File: config.mk
export PLATFORM = sky130hd
export DESIGN_NAME = symbol_serializer
export DESIGN_NICKNAME = d
export VERILOG_FILES = /design/src/rtl/symbol_serializer_pkg.sv /design/src/rtl/sym_hold_buffer.sv /design/src/rtl/symbol_serializer.sv
export SDC_FILE = /design/constraint.sdc
export NUM_CORES = 1
export LEC_CHECK = 0
export ABC_CLOCK_PERIOD_IN_PS = 1370
export BUFFER_PORTS_ARGS = -buffer_cell sky130_fd_sc_hd__buf_4
export CAP_MARGIN = 0
export CORE_UTILIZATION = 28
export CTS_BUF_LIST = sky130_fd_sc_hd__clkbuf_8
export CTS_CLUSTER_DIAMETER = 60
export DETAILED_ROUTE_END_ITERATION = 16
export PLACE_DENSITY = 0.48
export SYNTH_ARGS = -nofsm -noshare
export SYNTH_HDL_FRONTEND = slang
export SYNTH_SLANG_ARGS = --single-unit
File: constraint.sdc
create_clock -name iClk -period 1.37 [get_ports iClk]
set_clock_uncertainty 0.1 [all_clocks]
set_input_delay 0.2055 -clock iClk [delete_from_list [all_inputs] [get_ports iClk]]
set_output_delay 0.2055 -clock iClk [all_outputs]
set_load 0.01 [all_outputs]
File: src/rtl/symbol_serializer_pkg.sv
// Shared types and constants for the symbol serializer and its benches.
package symbol_serializer_pkg;

  // Default encoded symbol width (one 8b/10b code group).
  localparam int SYMBOL_W_DEF = 10;

  // K28.5 comma code group in both running disparities, bit 9 = 'a'.
  localparam logic [9:0] K28_5_RDN = 10'h0FA;
  localparam logic [9:0] K28_5_RDP = 10'h305;

  typedef enum logic {
    IDLE  = 1'b0,
    SHIFT = 1'b1
  } ser_state_t;

endpackage

File: src/rtl/sym_hold_buffer.sv
// One-entry valid/ready hold buffer that stages the next symbol for the
// serializer. Ready is simply "not full", so a push and a pop can never
// land on the same edge.
module sym_hold_buffer
  import symbol_serializer_pkg::*;
#(
  parameter int SYMBOL_W = SYMBOL_W_DEF
) (
  input  logic                iClk,
  input  logic                iReset_n,
  input  logic [SYMBOL_W-1:0] iSymbol,
  input  logic                iValid,
  output logic                oReady,
  input  logic                iPop,
  output logic [SYMBOL_W-1:0] oData,
  output logic                oFull
);

  logic                full;
  logic [SYMBOL_W-1:0] data;

  assign oReady = ~full;
  assign oFull  = full;
  assign oData  = data;

  // Capture on a valid/ready handshake, release when the serializer loads.
  always_ff @(posedge iClk or negedge iReset_n) begin
    if (!iReset_n) begin
      full <= 1'b0;
      data <= '0;
    end else if (iValid && !full) begin
      full <= 1'b1;
      data <= iSymbol;
    end else if (iPop) begin
      full <= 1'b0;
    end
  end

endmodule

File: src/rtl/symbol_serializer.sv
// Parallel-to-serial converter for encoded symbols, MSB ('a') first.
//
//   state | meaning
//   ------+------------------------------------------------------------
//   IDLE  | line parked at 0, waiting for a held symbol while enabled
//   SHIFT | shift_reg MSB on the line, bit_cnt = index of current bit
//
// The line bit is the MSB flop of the shift register itself, so it is a
// registered output and drops to 0 whenever the register is cleared.
module symbol_serializer
  import symbol_serializer_pkg::*;
#(
  parameter int SYMBOL_W = SYMBOL_W_DEF
) (
  input  logic                iClk,
  input  logic                iReset_n,
  input  logic                iEnable,
  input  logic [SYMBOL_W-1:0] iSymbol,
  input  logic                iValid,
  output logic                oReady,
  output logic                oSerial,
  output logic                oTxIdle,
  output logic                oSymStart,
  output logic                oUnderflow,
  input  logic                iClearUnderflow
);

  localparam int               CNT_W    = (SYMBOL_W > 1) ? $clog2(SYMBOL_W) : 1;
  localparam logic [CNT_W-1:0] CNT_LAST = CNT_W'(SYMBOL_W - 1);

  ser_state_t          state;
  logic [CNT_W-1:0]    bit_cnt;
  logic [SYMBOL_W-1:0] shift_reg;
  logic [SYMBOL_W-1:0] hold_data;
  logic                hold_full;
  logic                last_bit;
  logic                load_now;

  // A new symbol is pulled either from idle or on the last bit of the
  // current one, which is what keeps back-to-back symbols gap-free.
  assign last_bit = (bit_cnt == CNT_LAST);
  assign load_now = iEnable && hold_full &&
                    ((state == IDLE) || ((state == SHIFT) && last_bit));

  assign oSerial = shift_reg[SYMBOL_W-1];

  sym_hold_buffer #(
    .SYMBOL_W (SYMBOL_W)
  ) u_hold (
    .iClk     (iClk),
    .iReset_n (iReset_n),
    .iSymbol  (iSymbol),
    .iValid   (iValid),
    .oReady   (oReady),
    .iPop     (load_now),
    .oData    (hold_data),
    .oFull    (hold_full)
  );

  // Serializer FSM: load, shift and end-of-symbol handling; frozen while disabled.
  always_ff @(posedge iClk or negedge iReset_n) begin
    if (!iReset_n) begin
      state      <= IDLE;
      bit_cnt    <= '0;
      shift_reg  <= '0;
      oTxIdle    <= 1'b1;
      oSymStart  <= 1'b0;
      oUnderflow <= 1'b0;
    end else begin
      oSymStart <= 1'b0;
      // Clear first so a same-edge underflow below overrides it.
      if (iClearUnderflow) begin
        oUnderflow <= 1'b0;
      end
      if (load_now) begin
        state     <= SHIFT;
        shift_reg <= hold_data;
        bit_cnt   <= '0;
        oTxIdle   <= 1'b0;
        oSymStart <= 1'b1;
      end else if (iEnable) begin
        case (state)
          IDLE: begin
            shift_reg <= '0;
            oTxIdle   <= 1'b1;
          end
          SHIFT: begin
            if (last_bit) begin
              state      <= IDLE;
              shift_reg  <= '0;
              bit_cnt    <= '0;
              oTxIdle    <= 1'b1;
              oUnderflow <= 1'b1;
            end else begin
              shift_reg <= {shift_reg[SYMBOL_W-2:0], 1'b0};
              bit_cnt   <= bit_cnt + CNT_W'(1);
            end
          end
          default: begin
            state     <= IDLE;
            shift_reg <= '0;
            bit_cnt   <= '0;
            oTxIdle   <= 1'b1;
          end
        endcase
      end
    end
  end

endmodule

# Word level (Yosys, flattened, before mapping)
# Cells that the tools add are included.
word_totals:
  register_bits: 29
  elab_cells: 48
op_classes:
  addsub: 1
  eq_ne: 2
  n_mux: 24
  bitwise_logic: 2
  n_reduce_logical: 11
ops:
  columns: ["cell", "n"]
  rows:
  - ["$mux W10", 3]
  - ["$pmux W10 S2", 1]
  - ["$mux W4", 4]
  - ["$mux W1", 15]
  - ["$reduce_bool A2 Y1", 3]
  - ["$add A4 B1 Y4 const B", 1]
  - ["$eq A4 B4 Y1 const B", 1]
  - ["$logic_and A1 B1 Y1", 4]
  - ["$reduce_and A2 Y1", 2]
  - ["$ne A3 B1 Y1 const B", 1]
  - ["$not A1 Y1", 2]
  - ["$pmux W1 S2", 1]
  - ["$logic_not A1 Y1", 1]
  - ["$logic_or A1 B1 Y1", 1]

# Longest topological paths before layout
depth:
  ltp_word: 6
  mapped_depth: 6

# Cells and area by module
# From an unflattened synthesis, not the netlist that was laid out.
hier_totals:
  cells_unflattened: 128
  hier_area_um2: 1473.9
by_module_without_submodules:
  columns: ["module", "instances", "cells_per_inst", "area_per_inst_um2"]
  rows:
  - ["symbol_serializer", 1, 103, 1007.2]
  - ["sym_hold_buffer", 1, 25, 466.7]

# Least setup slack after synthesis
# Ideal clock, no wire load.
synth_path:
  path_kind: "register to register"
  from: "register bit_cnt[1]"
  to: "register oTxIdle"
  arrival_time_ps: 1215
  required_ps: 1185
  setup_slack_ps: -30
  stages_incl_launch_ff: 6
  n_path_buf: 0
  path_cell_list: "dfrtp_1 inv_1 ha_1 nand3b_4 a21boi_2 mux2_1"
synth_between:
  elab_chain_len: 6
  word_cells_on_any_way: 8
synth_lines:
  columns: ["item", "line_no", "rtl"]
  rows:
  - ["from (decl)", "symbol_serializer.sv:32", "logic [CNT_W-1:0] bit_cnt;"]
  - ["from (signal assigned)", "symbol_serializer.sv:96", "bit_cnt <= bit_cnt + CNT_W'(1);"]
  - ["$eq A4 B4 Y1 *", "symbol_serializer.sv:41", "assign last_bit = (bit_cnt == CNT_LAST);"]
  - ["$logic_and A1 B1 Y1", "symbol_serializer.sv:43", "((state == IDLE) || ((state == SHIFT) && last_bit));"]
  - ["$logic_or A1 B1 Y1", "symbol_serializer.sv:43", null]
  - ["$logic_and A1 B1 Y1", "symbol_serializer.sv:42", "assign load_now = iEnable && hold_full &&"]
  - ["$ne A3 B1 Y1 (no source line) / $reduce_bool A2 Y1 (equally long branches)", null, null]
  - ["$reduce_and A2 Y1 (no source line)", null, null]
  - ["to (signal assigned)", "symbol_serializer.sv:66", "oTxIdle <= 1'b1;"]
  - ["to (signal assigned)", "symbol_serializer.sv:79", "oTxIdle <= 1'b0;"]
  - ["to (signal assigned)", "symbol_serializer.sv:85", "oTxIdle <= 1'b1;"]
  - ["to (decl)", "symbol_serializer.sv:22", "output logic oTxIdle,"]
# Mark *: on every way between the ends. The rest lies on a longest branch, timed or not.
# A chain may end at the register's enable or synchronous reset.

# Worst setup path in the final report
# Ends and elaborated chain as after synthesis.

==> impl_results.md <==
- Reg clk slew, reported paths: 70 ps
- Largest family of logic cells by synthesized area: simple AND/OR/NAND/NOR gates
- Rows: 25
- I/O Buffers: 19
- Pleak: 0.887 nW
- Syn Area/Cell: 11.5 um^2
- Largest net degree at the start of global routing: 30
- Setup TNS: 0 ps
- Core area: 4880 um^2
- Seq/Total Area, Yosys: 49.6%
- Worst setup EP type: flip-flop
- Fin crit share: 99.0%
- Pre-CTS setup slack: -9.43 ps
- DPL Wire Length: 2.09 mm
- Worst slew pin tran: 388 ps
- Post-synth cell types: 32
- Max-slew violation count: 0
- Clock sink count: 29
- Final hold vios: 0
- Max Root-Sink Buffers: 2
- Wire per inst: 13.8 um
- FMAX: 737 MHz
- Initial antenna violation count: 0
- Minimum clock period: 1360 ps
- CP Launch Type: flip-flop
- Clock root cell: clkbuf_8
- Hold/Removal Path Class: input pin to flip-flop
- Mapped Nets: 145
- Routed Wire Length: 3.17 mm
- Adder-Cell Fraction of Synth Area: 1.71%
- Router iterations before antenna repair: 4
- Layout area overhead: 30.7%
- Post-synthesis mux area share: 10.8%
- PD cells: 1890 nW/um^2
- Worst-path fanout max: 3
- Diodes inserted: 0
- Max-cap viol count: 0
- Tot GR Track Use: 13.3%
- Post-DRT Antenna Nets: 0
- I/O pin count: 20
- Peak VDD IR: 0.643 mV
- WHS: 48.7 ps
- Total power: 3.63 mW
- Relative max-transition margin: 74.0%
- Routability-driven placement congestion ratio: 0.693
- DR vias: 1115
- Global-route wire length before repair: 5.33 mm
- Outcome: completed
- Synthesized flop and latch total: 29
- Finished Core Util: 39.3%
- Cells after Synth: 128
- Clk_lat worst skew: 280 ps
- Nets: 178
- Die H: 74.4 um
- Die Wd: 74.4 um
- Layout cells sized above 1: 40.7%
- Final setup viols: 0
- Num CTS Buffers: 5
- RSZ-0062 raised after global routing: true
- DR iter-0 viols: 41
- H-tree depth: 2
- Vias/cell: 4.87
- Starting Density: 30.1%
- CTS tree: done
- Die Area: 5530 um^2
- Yosys warns: 0
- Synth Area in Compound Gates: 10.8%
- Vias in the first global route: 1069
- Synth Area in Simple Gates: 21.5%
- Final worst slack: 13.1 ps
- Synth Cell Area: 1470 um^2
- CP required: 1480 ps
- WS Path Type: flip-flop to flip-flop
- # fillers: 504
- Number of remaining DRC errors: 0
- Grt total ovfl: 0
- Post-Synth XOR/XNOR Area: 0%
- Crit path DAT: 1470 ps
## logic make-up (layout without fill, tap and decap cells)
family / after synthesis / after routing
and+or+nand+nor: 55 / 55
AOI/OAI and AO/OA: 19 / 19
buffers and inverters: 12 / 46
DFF: 29 / 29
adders and majority gates: 2 / 2
muxes: 11 / 11
## worst paths after layout
| check | from | endpoint | slack [ps] | cells past startpoint |
|---|---|---|---|---|
| max in group asynchronous | iReset_n | oTxIdle | 560 | 2 |
| hold reg to reg | shift_reg[7] | shift_reg[8] | 400 | 2 |
| min in group asynchronous | iReset_n | bit_cnt[1] | 280 | 2 |
| setup / recovery | bit_cnt[1] | oTxIdle | 10 | 5 |
| hold / removal | iSymbol[7] | u_hold.oData[7] | 50 | 2 |
| setup reg to reg | bit_cnt[1] | oTxIdle | 10 | 5 |
## power breakdown
part / switching [mW] / total [mW] / leakage, nW / internal (mW)
clock: 0.336 / 0.867 / 0.0593 / 0.532
combinational: 0.516 / 1.28 / 0.473 / 0.767
sequential: 0.266 / 1.48 / 0.355 / 1.21
total: 1.12 / 3.63 / 0.887 / 2.51
## cells in the final DEF, fill, tap and decap left out, types with 4 or more instances in the layout
| cell type | instances |
|---|---|
| nand3_1 | 27 |
| mux2_4 | 10 |
| buf_6 | 4 |
| a31oi_1 | 9 |
| nor2b_1 | 9 |
| buf_4 | 28 |
| clkbuf_8 | 5 |
| nand2_1 | 7 |
| dfrtp_1 | 28 |
## Yosys cell counts
| cell | count | share of area [%] |
|---|---|---|
| nand4_1 | 1 | 0.43 |
| a41o_1 | 1 | 0.68 |
| dfrtp_1 | 28 | 48 |
| nand3b_4 | 1 | 1.4 |
| buf_4 | 3 | 1.5 |
| o21bai_1 | 1 | 0.51 |
| o31ai_1 | 1 | 0.51 |
| nand3_1 | 28 | 9.6 |
| inv_1 | 3 | 0.77 |
| a21boi_2 | 1 | 0.77 |
| o311ai_2 | 1 | 1.1 |
| clkbuf_2 | 1 | 0.34 |
| nand4b_1 | 1 | 0.60 |
| o221ai_1 | 1 | 0.60 |
| and2b_1 | 1 | 0.51 |
| buf_2 | 2 | 0.68 |
| mux2_1 | 1 | 0.77 |
| nand2_2 | 1 | 0.43 |
| ha_1 | 2 | 1.7 |
| a21o_1 | 1 | 0.51 |
| mux2_4 | 9 | 9.2 |
| nand2_1 | 7 | 1.8 |
| o21ai_1 | 1 | 0.34 |
| o32ai_2 | 1 | 1.1 |
| and2_1 | 3 | 1.3 |
| dfstp_2 | 1 | 1.8 |
| and3b_4 | 1 | 0.85 |
| mux2_2 | 1 | 0.77 |
| buf_6 | 3 | 2.3 |
| nor2b_1 | 11 | 4.7 |
| a31oi_1 | 9 | 3.8 |
| o31ai_2 | 1 | 0.85 |
## worst max-delay path, stage by stage (launching register included)
cell	delay [ps]
dfrtp_1	390
inv_2	70
ha_4	140
nand3b_4	100
a21boi_4	180
mux2_4	310
## what timing repair did
action,in CTS,in global routing
pin swaps,0,1
buffers inserted,0,2
gates resized for setup,1,11
endpoints found under the setup margin,10,14
hold endpoints to repair,29,0
cloned,0,0
hold buffers,2,0
## final cells by class
cell class | count | area (um^2) | area share (%)
clock inverters | 3 | 38.8 | 2.02
multi-input cells | 87 | 692 | 36.1
well taps | 67 | 83.8 | 4.37
clock buffers | 5 | 68.8 | 3.59
repair buffers | 35 | 295 | 15.4
flip-flops and latches | 29 | 727 | 37.9
inverters | 3 | 11.3 | 0.587
## routing by layer
layer | wire length [um] | share of wire [%] | global-route usage [%] | vias to the layer above
li1 | - | - | - | 530
met1 | 1520 | 48 | 17.5 | 562
met2 | 1510 | 48 | 19.6 | 19
met3 | 100 | 3.2 | 5.28 | 4
met4 | 34 | 1.1 | 5.03 | 0
met5 | 0 | 0 | 0 | -
## metrics by stage
step	cells	cell area [um^2]
floorplan	128	1480
global placement	217	1740
detailed placement	217	1740
CTS	227	1870
global route	229	1920
finish	229	1920
(Power assumes the default switching activity.)
